`config.mk`:
```
export PLATFORM = sky130hd
export DESIGN_NAME = hsys_mem_stream_writer
export DESIGN_NICKNAME = d
export VERILOG_FILES = /design/src/rtl/hsys_mem_stream_writer.sv
export SDC_FILE = /design/constraint.sdc
export NUM_CORES = 1
export LEC_CHECK = 0
export ABC_AREA = 1
export CAP_MARGIN = 20
export CORE_ASPECT_RATIO = 0.75
export CORE_UTILIZATION = 54
export CTS_CLUSTER_SIZE = 8
export DETAILED_ROUTE_END_ITERATION = 7
export PLACE_DENSITY = 0.85
export REMOVE_ABC_BUFFERS = 1
export SYNTH_ARGS = -nofsm -noshare
export SYNTH_HDL_FRONTEND = slang
export SYNTH_SLANG_ARGS = --single-unit
```
`constraint.sdc`:
```
create_clock -name clk -period 4 [get_ports clk]
set_clock_uncertainty 0.05 [all_clocks]
set_input_delay 0.8 -clock clk [delete_from_list [all_inputs] [get_ports clk]]
set_output_delay 0.8 -clock clk [all_outputs]
set_load 0.005 [all_outputs]
```
`src/rtl/hsys_mem_stream_writer.sv`:
```
// Stream-to-memory fill stage: packs 32-bit beats little-endian into 64-bit
// single-cycle writes at consecutive addresses, sequenced by start/busy/done.
module hsys_mem_stream_writer #(
    parameter int ADDR_W = 10,
    parameter int LEN_W  = 12
) (
    input  logic              clk,
    input  logic              reset_n,
    input  logic              start,
    input  logic [ADDR_W-1:0] base_addr,
    input  logic [LEN_W-1:0]  num_words,
    output logic              busy,
    output logic              done,
    input  logic [31:0]       sink_data,
    input  logic              sink_valid,
    output logic              sink_ready,
    output logic [ADDR_W-1:0] mem_address,
    output logic [7:0]        mem_byteenable,
    output logic              mem_chipselect,
    output logic              mem_write,
    output logic [63:0]       mem_writedata
);
    typedef enum logic [1:0] {
        S_IDLE = 2'd0,
        S_LO   = 2'd1,
        S_HI   = 2'd2,
        S_FIN  = 2'd3
    } state_t;

    state_t            state_q, state_d;
    logic [ADDR_W-1:0] addr_q, addr_d;
    logic [LEN_W-1:0]  remaining_q, remaining_d;
    logic [31:0]       pack_q, pack_d;
    logic              busy_q, busy_d;
    logic              done_q, done_d;
    logic              sink_ready_q, sink_ready_d;
    logic [ADDR_W-1:0] mem_address_q, mem_address_d;
    logic [7:0]        mem_byteenable_q, mem_byteenable_d;
    logic              mem_write_q, mem_write_d;
    logic [63:0]       mem_writedata_q, mem_writedata_d;
    logic              beat;

    // Handshake: a beat transfers on the clock edge where sink_valid and sink_ready
    // are both high; sink_ready is a flop driven from state only, never from sink_valid.
    assign beat = sink_valid & sink_ready_q;

    always_comb begin
        state_d          = state_q;
        addr_d           = addr_q;
        remaining_d      = remaining_q;
        pack_d           = pack_q;
        done_d           = 1'b0;
        mem_address_d    = mem_address_q;
        mem_byteenable_d = 8'h00;
        mem_write_d      = 1'b0;
        mem_writedata_d  = mem_writedata_q;

        case (state_q)
            S_IDLE: begin
                if (start) begin
                    addr_d      = base_addr;
                    remaining_d = num_words;
                    state_d     = (num_words != '0) ? S_LO : S_FIN;
                end
            end
            S_LO: begin
                if (beat) begin
                    pack_d      = sink_data;
                    remaining_d = remaining_q - LEN_W'(1);
                    if (remaining_q == LEN_W'(1)) begin
                        mem_write_d      = 1'b1;
                        mem_byteenable_d = 8'h0F;
                        mem_writedata_d  = {32'h0, sink_data};
                        mem_address_d    = addr_q;
                        addr_d           = addr_q + ADDR_W'(1);
                        state_d          = S_FIN;
                    end else begin
                        state_d = S_HI;
                    end
                end
            end
            S_HI: begin
                if (beat) begin
                    remaining_d      = remaining_q - LEN_W'(1);
                    mem_write_d      = 1'b1;
                    mem_byteenable_d = 8'hFF;
                    mem_writedata_d  = {sink_data, pack_q};
                    mem_address_d    = addr_q;
                    addr_d           = addr_q + ADDR_W'(1);
                    state_d          = (remaining_q == LEN_W'(1)) ? S_FIN : S_LO;
                end
            end
            S_FIN: begin
                done_d  = 1'b1;
                state_d = S_IDLE;
            end
            default: state_d = S_IDLE;
        endcase

        busy_d       = (state_d != S_IDLE);
        sink_ready_d = (state_d == S_LO) || (state_d == S_HI);
    end

    always_ff @(posedge clk) begin
        if (!reset_n) begin
            state_q          <= S_IDLE;
            addr_q           <= '0;
            remaining_q      <= '0;
            pack_q           <= '0;
            busy_q           <= 1'b0;
            done_q           <= 1'b0;
            sink_ready_q     <= 1'b0;
            mem_address_q    <= '0;
            mem_byteenable_q <= 8'h00;
            mem_write_q      <= 1'b0;
            mem_writedata_q  <= '0;
        end else begin
            state_q          <= state_d;
            addr_q           <= addr_d;
            remaining_q      <= remaining_d;
            pack_q           <= pack_d;
            busy_q           <= busy_d;
            done_q           <= done_d;
            sink_ready_q     <= sink_ready_d;
            mem_address_q    <= mem_address_d;
            mem_byteenable_q <= mem_byteenable_d;
            mem_write_q      <= mem_write_d;
            mem_writedata_q  <= mem_writedata_d;
        end
    end

    assign busy           = busy_q;
    assign done           = done_q;
    assign sink_ready     = sink_ready_q;
    assign mem_address    = mem_address_q;
    assign mem_byteenable = mem_byteenable_q;
    assign mem_chipselect = mem_write_q;
    assign mem_write      = mem_write_q;
    assign mem_writedata  = mem_writedata_q;

endmodule

```
==> results by group <==
Global routing
  • GRT Overall Usage: 28.4%
  • Largest net degree at the start of global routing: 67
  • Global-route wire length before repair: 27000 µm
  • Vias in the first global route: 5708
  • Initial antenna violation count: 0
  • Global route overflow: 0

Die
  • Die width: 126 µm
  • Core ar.: 11100 µm²
  • Site Rows: 33
  • Die ar.: 12000 µm²
  • Die Ht: 95.1 µm
  • Initial core utilization: 56.4%
  • I/O pin count: 145

Detailed routing
  • Pre-Repair DR Iteration Count: 5
  • Routed length per instance: 13.4 µm
  • Vias: 6291
  • Via/cell ratio: 5.17
  • Post-DRT Antenna Nets: 0
  • Drt drc: 0
  • Overall routed net length: 16300 µm
  • Initial drt markers: 446

Timing
  • Crit path time final: 2.89 ns
  • Setup TNS: 0 ns
  • FMAX: 346 MHz
  • Final setup fails: 0
  • Fin worst setup slack: 1.11 ns
  • Final Cycle Share: 72.3%
  • Final Max Slew Viols: 0
  • RSZ-0062 raised after global routing: false
  • Hold Vio Cnt, Final: 0
  • Slew @ Worst Pin: 0.846 ns
  • Slew HR: 43.6%

CTS
  • Cts-stage hold buffer count: 0
  • Clk sinks: 135
  • Post-CTS setup buffers: 0
  • Clock Path Buffers: 2
  • Clock root buffer: clkbuf_16
  • Post_cts resized: 0
  • Worst-Skew Late Latency: 0.42 ns
  • TritonCTS clock tree: built
  • Worst-path clk slew: 0.06 ns
  • CTS Buf Count: 17
  • CTS H-tree depth: 4

Placement
  • Dpl ws: 0.924 ns
  • I/O Buffers: 144
  • Routability cong.: 0.900
  • Final HPWL DP: 10100 µm
  • Placed insts: 1185

Finish
  • Share of cells above drive strength 1: 5.20%
  • Fin cells: 1217
  • Area Overhead vs Synth: 32.5%
  • Final nets: 1131
  • Ant diodes: 0
  • Most frequent cells in the layout: 320 x nand2_1, 190 x nor2_1, 143 x clkdlybuf4s50_1, 135 x dfxtp_1, 65 x o21ai_0
  • Commonest non-fill, non-tap cell in the layout: nand2_1

Setup path
  • WS Path Type: flip-flop to flip-flop
  • Crit. End Element: flip-flop
  • Req. time, crit path: 4.31 ns
  • Worst r2r dst: mem_writedata[35]
  • Critical path origin: state_q[0]
  • Reg2Reg Setup Slack: 1.11 ns
  • Startpoint Class: flip-flop
  • RR Startpoint: state_q[0]
  • Crit-path max FO: 43
  • Worst reg-to-reg path cell count: 12
  • Arr. time, crit path: 3.20 ns

Logic synthesis
  • Sequential-to-total area share from yosys stat: 43.3%
  • Post-synth cell types: 32
  • Gate count after technology mapping: 955
  • Number of warnings issued by yosys: 0
  • Synthesized area: 6240 µm²
  • Leading area contributor after synthesis: dfxtp_1
  • Main area contributors after synthesis: dfxtp_1 43%, nand2_1 19%, nor2_1 11%
  • Area share of the largest cell type after synthesis: 43.3%
  • Syn avg cell area: 6.53 µm²
  • Yosys reg bits: 135

Power and ir drop
  • P_sw: 0.00118 W
  • Peak supply drop: 0.301 mV
  • P_int: 0.00295 W
  • Tot Pwr: 0.00414 W
  • Switching Fraction: 28.6%
  • Lkg Pwr: 3.39 nW
  • Clk pwr share: 40.6%
  • Sequential share of power: 38.2%
  • Combinational power share: 21.2%
  • PD cells: 501 nW/µm²

Min path
  • Worst min-delay path class: flip-flop to flip-flop
  • Worst Hold Depth: 2
  • HP Start: pack_q[14]
  • Hold path endpoint: pack_q[14]

Run status
  • Status: finished clean

Job
  • MaxCap Viol Count: 0
## per-stage QoR
stage                     hold slack (ns)  area (µm²)  util, %
after floorplan                     0.391        5920        -
after CTS                           0.412        8260     74.6
final                               0.412        8260     74.6
after global routing                0.429        8260     74.6
after global placement              0.400        7620     68.9
after detailed placement            0.403        7620     68.9
## cell type report
type / instances / area [µm²]
timing repair buffer: 154 / 1520
inverter: 41 / 155
sequential: 135 / 2700
clock buffer: 18 / 439
multi-input combinational: 715 / 3070
fill: 877 / 2810
clock inverter: 14 / 198
tap: 140 / 175
## worst max-delay path, stage by stage, from the launching register on
cell	delay [ns]
dfxtp_1	0.37
inv_1	0.11
ha_2	0.21
inv_2	0.50
nor2_1	0.11
inv_1	0.11
o21ai_1	0.10
nand2_4	0.38
clkinv_2	0.27
buf_4	0.32
nand2_1	0.10
nand2_1	0.06
nor2_1	0.12
## worst max-delay path by stage
| stage | end | slack [ns] | cells after the start |
|---|---|---|---|
| CTS | mem_writedata[35] | 1.10 | 12 |
| global route | mem_writedata[44] | 0.84 | 12 |
| detailed placement | mem_writedata[62] | 0.92 | 11 |
| finish | mem_writedata[35] | 1.11 | 12 |
| global placement | mem_writedata[44] | 0.99 | 11 |
| floorplan | mem_writedata[32] | 0.18 | 11 |
## cells by family after synthesis
| logic type | count (synthesis) | synth area share [%] |
|---|---|---|
| compound gates | 128 | 10.6 |
| xor+xnor | 1 | 0.140 |
| fa+ha+maj | 9 | 1.81 |
| buf+inv | 105 | 7.56 |
| flops | 135 | 43.3 |
| simple gates | 577 | 36.6 |
## state kept, by name (all words and copies together), names as in the netlist, 2 cells and up
name,count
addr_q,10
mem_writedata,64
mem_byteenable,2
state_q,2
pack_q,32
mem_address,10
remaining_q,12
## synthesized netlist by cell type
| master | instances |
|---|---|
| o211ai_1 | 3 |
| nor2_2 | 2 |
| dfxtp_1 | 135 |
| buf_6 | 5 |
| ha_1 | 9 |
| or2_2 | 1 |
| clkinv_2 | 1 |
| buf_1 | 13 |
| o21ai_0 | 65 |
| nand4_1 | 2 |
| nand3_2 | 1 |
| inv_2 | 3 |
| nor3b_1 | 1 |
| buf_2 | 7 |
| nor3_1 | 2 |
| nand3_1 | 53 |
| o21ai_1 | 1 |
| a21oi_1 | 53 |
| nor4_1 | 1 |
| xnor2_1 | 1 |
| and2_1 | 1 |
| o22ai_1 | 3 |
| a31oi_1 | 1 |
| nand3b_1 | 1 |
| clkbuf_1 | 31 |
| a21oi_2 | 1 |
| nand2_1 | 320 |
| inv_1 | 37 |
| o21bai_1 | 1 |
| nor2_1 | 190 |
| nand2_4 | 2 |
| buf_4 | 8 |
## layer usage
metal	global-route usage, %	part of all wire, %
met5	0	0
met1	36.4	45
met4	13.2	2.1
met2	47.9	46
met3	4.15	7.0
## power groups by stage
stage | registers (W) | logic, W | clock network, W
global placement | 0.00160 | 0.000846 | 0
CTS | 0.00158 | 0.000877 | 0.00169
global route | 0.00160 | 0.000990 | 0.00174
floorplan | 0.00160 | 0.000465 | 0
detailed placement | 0.00161 | 0.000865 | 0
finish | 0.00158 | 0.000878 | 0.00168
Note: power is estimated with default switching activity, not from simulation.
